## src/rtl/fifo_pkg.sv

```systemverilog
// Shared types for the synchronous FIFO and its downstream read stage.
package fifo_pkg;
    localparam int OUT_DEPTH = 2;

    // Encoded so the state value is directly the buffer occupancy.
    typedef enum logic [1:0] {
        EMPTY = 2'd0,
        ONE   = 2'd1,
        TWO   = 2'd2
    } out_state_t;
endpackage

```

## src/rtl/fifo_out_stage.sv

```systemverilog
// Read stage for the synchronous FIFO: a 2-entry skid buffer turns pop/empty into a
// registered valid/ready stream, so the pop decision never depends on m_ready_i.
module fifo_out_stage #(
    parameter int DATA_W = 1
) (
    input  logic              clk,
    input  logic              reset_n,
    input  logic              fifo_empty_i,
    input  logic [DATA_W-1:0] fifo_data_i,
    output logic              fifo_pop_o,
    input  logic              flush_i,
    output logic              m_valid_o,
    output logic [DATA_W-1:0] m_data_o,
    input  logic              m_ready_i,
    output logic [1:0]        occ_o
);
    import fifo_pkg::*;

    // Handshake: an item transfers on a rising edge where m_valid_o && m_ready_i;
    // once valid is raised, m_data_o holds until that transfer, and valid never drops without one
    // except on flush or reset.
    out_state_t        state;
    logic [DATA_W-1:0] slot [OUT_DEPTH];
    logic              wr_idx;
    logic              rd_idx;
    logic              pop;
    logic              drain;

    // Pop uses only registered state and FIFO/flush inputs; reset_n gates it while reset is held.
    assign pop        = reset_n && !fifo_empty_i && (state != TWO) && !flush_i;
    assign drain      = m_valid_o && m_ready_i;
    assign fifo_pop_o = pop;
    assign m_valid_o  = (state != EMPTY);
    assign m_data_o   = slot[rd_idx];
    assign occ_o      = state;

    always_ff @(posedge clk or negedge reset_n) begin
        if (!reset_n) begin
            state  <= EMPTY;
            wr_idx <= 1'b0;
            rd_idx <= 1'b0;
            for (int i = 0; i < OUT_DEPTH; i++) begin
                slot[i] <= '0;
            end
        end else if (flush_i) begin
            // A drain in this cycle still counts as consumed; its slot is simply abandoned.
            state  <= EMPTY;
            wr_idx <= 1'b0;
            rd_idx <= 1'b0;
        end else begin
            if (pop) begin
                slot[wr_idx] <= fifo_data_i;
                wr_idx       <= ~wr_idx;
            end
            if (drain) begin
                rd_idx <= ~rd_idx;
            end
            unique case (state)
                EMPTY: if (pop) state <= ONE;
                ONE: begin
                    if (pop && !drain) begin
                        state <= TWO;
                    end else if (!pop && drain) begin
                        state <= EMPTY;
                    end
                end
                TWO: if (drain) state <= ONE;
                default: state <= EMPTY;
            endcase
        end
    end
endmodule

```

## config.mk

```make
export PLATFORM = sky130hd
export DESIGN_NAME = fifo_out_stage
export DESIGN_NICKNAME = d
export VERILOG_FILES = /design/src/rtl/fifo_pkg.sv /design/src/rtl/fifo_out_stage.sv
export SDC_FILE = /design/constraint.sdc
export NUM_CORES = 1
export LEC_CHECK = 0
export BUFFER_PORTS_ARGS = -buffer_cell sky130_fd_sc_hd__buf_2
export CORE_AREA = 2 2 39 41
export CTS_CLUSTER_DIAMETER = 50
export CTS_CLUSTER_SIZE = 40
export DETAILED_ROUTE_END_ITERATION = 8
export DIE_AREA = 0 0 41 43
export PLACE_DENSITY = 0.49
export SYNTH_ARGS = -nofsm -noshare
export SYNTH_HDL_FRONTEND = slang
export SYNTH_SLANG_ARGS = --single-unit
```

## constraint.sdc

```tcl
create_clock -name clk -period 2.45 [get_ports clk]
set_input_delay 0.245 -clock clk [delete_from_list [all_inputs] [get_ports clk]]
set_output_delay 0.245 -clock clk [all_outputs]
set_load 0.03 [all_outputs]
```

Word level (Yosys, flattened, before mapping). Cells that the tools add are included.

$add $sub $neg: 0. Multiply operators: 0. Div/mod/pow operators: 0. $lt $le $gt $ge: 3. Eq/ne operators: 6. Shift operators: 0. Mux-type cells: 16. Bitwise logic cells: 5. Reductions and logical operators: 17.

Operator list (number): 2-bit 2-to-1 mux (5); 1-bit 2-to-1 mux (8); 1-bit logical AND (7); 3-bit != test, second input constant (2); 2-bit case mux with 3 select lines (1); 2-bit nonzero test (3); 2-bit >= comparator, second input constant (2); 1-bit zero test (4); 4-bit != test, second input constant (1); 1-bit inverter with 2-bit output (2); 1-bit inverter (3); 3-bit AND reduction (1); 2-bit bitwise mux (1); 2-bit by 1-bit equality test with 1-bit output, second input constant (1); 2-bit equality test, second input constant (1); 2-bit zero test (1); 2-bit by 1-bit less-than comparator with 1-bit output, second input constant (1); 2-bit != test, second input constant (1); 2-bit AND reduction (1); 1-bit demux with 1-bit select (1).

Bits in registers: 6. Bits in latches: 0. RAM bits: 0. Bits in read-only memories: 0. Memories kept: 0.

Longest topological paths before layout.
Depth in word-level cells: 10. Gate-level depth with buffers: 3. Gate-level depth less buffers: 3.

Worst setup path before layout. OpenSTA, ideal clock, no wires.

Kind: reg2out. Start: reg state[1] (netlist: occ_o[1]). End: out fifo_pop_o. Arrival time: 1.425 ns. Data required time: 2.205 ns. Setup slack: 0.780 ns. Stages on the path, launching flop included: 3. Buffers on the path: 0. Path through: dfrtp_1 -> nor2b_4 -> nor3_1.

Longest elaborated chain between the ends: 3.

Ends and longest elaborated chain: start, declared (line fifo_out_stage.sv:22) `out_state_t state;`; start signal, assigned (line fifo_out_stage.sv:39) `state <= EMPTY;`; start signal, assigned (line fifo_out_stage.sv:47) `state <= EMPTY;`; start signal, assigned (line fifo_out_stage.sv:59) `EMPTY: if (pop) state <= ONE;`; 2-bit != test (line fifo_out_stage.sv:30) `assign pop = reset_n && !fifo_empty_i && (state != TWO) && !flush_i;`; 1-bit logical AND (2 in series) (line fifo_out_stage.sv:30); end, declared (line fifo_out_stage.sv:10) `output logic fifo_pop_o,`.

Every way passes these cells.

Worst setup path in the final report.
Start: in reset_n. End: out fifo_pop_o.

Longest elaborated chain between the ends: 3.

Ends and longest elaborated chain: start, declared (line fifo_out_stage.sv:7) `input logic reset_n,`; 1-bit logical AND (3 in series) (line fifo_out_stage.sv:30).

Every way passes these cells.

==> impl_metrics.csv <==
group,metric,value,unit
outcome,status,"completed",
placed_design,gp_congestion,0.6702,
worst_setup_path,crit_family,"buffers and inverters",
synthesis,synth-xor-area-share,2.583,%
hold_path,hold_class,"input port to register",
cts,cts_buffer_depth,2,
global_routing,grt_antenna_before_repair,0,
synthesis,netlist_instances,30,
finish,synthToLayoutAreaGrowth,30.26,%
finish,layout_common_cells,"10 x buf_2, 6 x dfrtp_1, 3 x nor3_1, 3 x clkbuf_4",
cts,cts.repair.resized,0,
worst_setup_path,max_stage_delay,0.52,ns
sta,tightest_slew,0.2531,ns
sta,report.final.setup_viol,0,
worst_setup_path,critPathArrivalTime,1.50,ns
sta,rsz0062_at_grt,"no",
finish,drive_above_1_share,45.45,%
synthesis,yosys_warnings,0,
worst_setup_path,crit_top_cell,"buf_2",
synthesis,ys_seq_area_share,44.28,%
cts,cts_tree,"yes",
global_routing,grt_pass1_vias,264,
synthesis,ys_ff_latch,6,
cts,numCtsBuffers,3,
flow_run,cap_violations,0,
pwr,power,0.2615,mW
floorplan,initial_core_util,24.50,%
placed_design,post-dp-hpwl,480,um
floorplan,die_h,43,um
synthesis,ys_types,20,
global_routing,grt-ovfl-total,0,
worst_setup_path,end_kind,"output pin",
placed_design,io_buffers,10,
detailed_routing,wire_per_inst,10.38,um
worst_setup_path,worstPathRequired,2.20,ns
placed_design,placed_area,409.1,sq um
synthesis,synth_compound_area_share,12.55,%
worst_setup_path,path_class,"input port to output pin",
detailed_routing,wl,623,um
sta,holdWs,0.1981,ns
floorplan,core_area,1384,sq um
floorplan,dieArea,1763,sq um
detailed_routing,via_per_inst,4.333,
cts,hold_buffers,1,
global_routing,grt_max_degree,9,
worst_setup_path,critPathLaunchType,"input port",
finish,finalNetCount,52,
synthesis,synth_nets,36,
detailed_routing,dr.pass1.iters,2,
sta,post-route-period-util,71.18,%
sta,maxSlewViolCount,0,
global_routing,track_usage,9.265,%
sta,fin_setup_tns,0,ns
cts,cts-root-buf,"clkbuf_4",
finish,layout_commonest_cell,"buf_2",
detailed_routing,drc,0,
worst_setup_path,path_buf_inv,3,
sta,max_freq,0.5734,GHz
detailed_routing,ant_nets,0,
pwr,p_per_area,592.1,nW/um^2
pwr,irDropWorstVdd,0.3177,mV
sta,slew_headroom,83.09,%
cts,htree_levels,1,
synthesis,synth_simple_gate_area_share,29.52,%
floorplan,rows,14,
worst_setup_path,path_depth,5,
pwr,p_leak,0.1999,nW
finish,antenna_cells,0,
synthesis,syn_area_per_cell,11.30,sq um
worst_setup_path,crit_slowest_cell,"dlygate4sd3_1",
hold_path,whs_path_depth,2,
detailed_routing,drtIter0Drc,5,
global_routing,grt_pass1_wl,1.062,mm
cts,clock_latency,0.24,ns
cts,clk_pin_slew_worst_paths,0.04,ns
synthesis,synth_top_family_by_area,"simple AND/OR/NAND/NOR gates",
detailed_routing,vias,260,
sta,hold_violations,0,
cts,post_cts.repair.setup_buffers,0,
worst_setup_path,ff2ff_path_depth,3,
sta,fin_skew,0.002899,ns
synthesis,yosys-mux-area-fraction,9.963,%
synthesis,netlist_area,339.1,sq um
floorplan,die_x,41,um
sta,period_needed,1.744,ns
worst_setup_path,crit_fanout,8,
floorplan,io_pins,11,
cts,clock_sinks,6,
worst_setup_path,crit_chain,"dlygate4sd3_1, buf_2, nand2b_1, nor3_1, buf_2",
finish,fin_area,441.7,sq um
synthesis,synth-adder-area-share,0,%
finish,n_fill_cell,148,
cells in the mapped netlist (all sizes together):
| cell type | n | area share [%] |
|---|---|---|
| dfrtp | 6 | 44 |
| mux2 | 3 | 10 |
| nor2b | 3 | 7.7 |
| nor3 | 3 | 4.4 |
| a21oi | 2 | 3.0 |
| o21ai | 2 | 2.9 |
| a2111oi | 1 | 4.4 |
| a21boi | 1 | 2.2 |
| and2b | 1 | 2.6 |
| inv | 1 | 1.1 |
| nand2b | 1 | 1.8 |
| nor2 | 1 | 1.1 |
| nor4 | 1 | 3.7 |
| nor4b | 1 | 4.4 |
| or2 | 1 | 1.8 |
| or3 | 1 | 1.8 |
| xor2 | 1 | 2.6 |
power breakdown:
| part | internal, mW | total (mW) | switching [mW] | leakage [nW] |
|---|---|---|---|---|
| Sequential | 0.110 | 0.118 | 0.00768 | 0.0788 |
| Clock | 0.0552 | 0.0884 | 0.0332 | 0.0138 |
| Combinational | 0.0236 | 0.0549 | 0.0313 | 0.107 |
worst paths after layout:
check | from | to | slack [ns]
setup / recovery | reset_n | fifo_pop_o | 0.71
hold / removal | m_ready_i | occ_o[1] | 0.20
setup reg to reg | occ_o[1] | slot[0] | 1.11
hold reg to reg | slot[1] | slot[1] | 0.49
max in group asynchronous | reset_n | rd_idx | 1.91
min in group asynchronous | reset_n | slot[1] | 0.37
sequential cells by signal, summed over array words and instances (netlist names):
register  count
wr_idx        1
rd_idx        1
slot          2
occ_o         2
worst register-to-register path, cell delays in order (launching register included):
cell     delay, ns
dfrtp_1       0.43
nor2b_4       0.17
nor4b_2       0.27
mux2_1        0.35
cell families (layout without fill, tap and decap cells):
group	after synthesis	after routing
and+or+nand+nor	13	13
AOI/OAI and AO/OA	6	6
buffers and inverters	1	15
muxes	3	3
xor gates and xnor gates	1	1
DFF	6	6
routing by layer:
| metal | GRT usage, % | vias to the layer above | share of wire [%] |
|---|---|---|---|
| met5 | 0 | - | 0 |
| met4 | 2.000 | 0 | 0 |
| met3 | 7.853 | 0 | 12 |
| met2 | 11.25 | 11 | 37 |
| met1 | 12.34 | 111 | 50 |
| li1 | - | 138 | - |
metrics by stage:
stage / worst slack (ns) / utilization [%] / instances
2_1_floorplan: 0.7804 / - / 30
3_3_place_gp: 1.114 / 29.57 / 56
3_5_place_dp: 1.122 / 29.57 / 56
4_1_cts: 0.6947 / 31.92 / 60
5_1_grt: 0.5910 / 31.92 / 60
6_report: 0.7061 / 31.92 / 60
cell type report:
type	instances	area [sq um]	share of cell area, %
Tap cell	16	20.02	4.533
Clock buffer	3	22.52	5.099
Sequential cell	6	150.1	33.99
Inverter	1	3.754	0.8499
Multi-Input combinational cell	23	185.2	41.93
Timing Repair Buffer	11	60.06	13.60
Power figures use the tool's default switching activity.
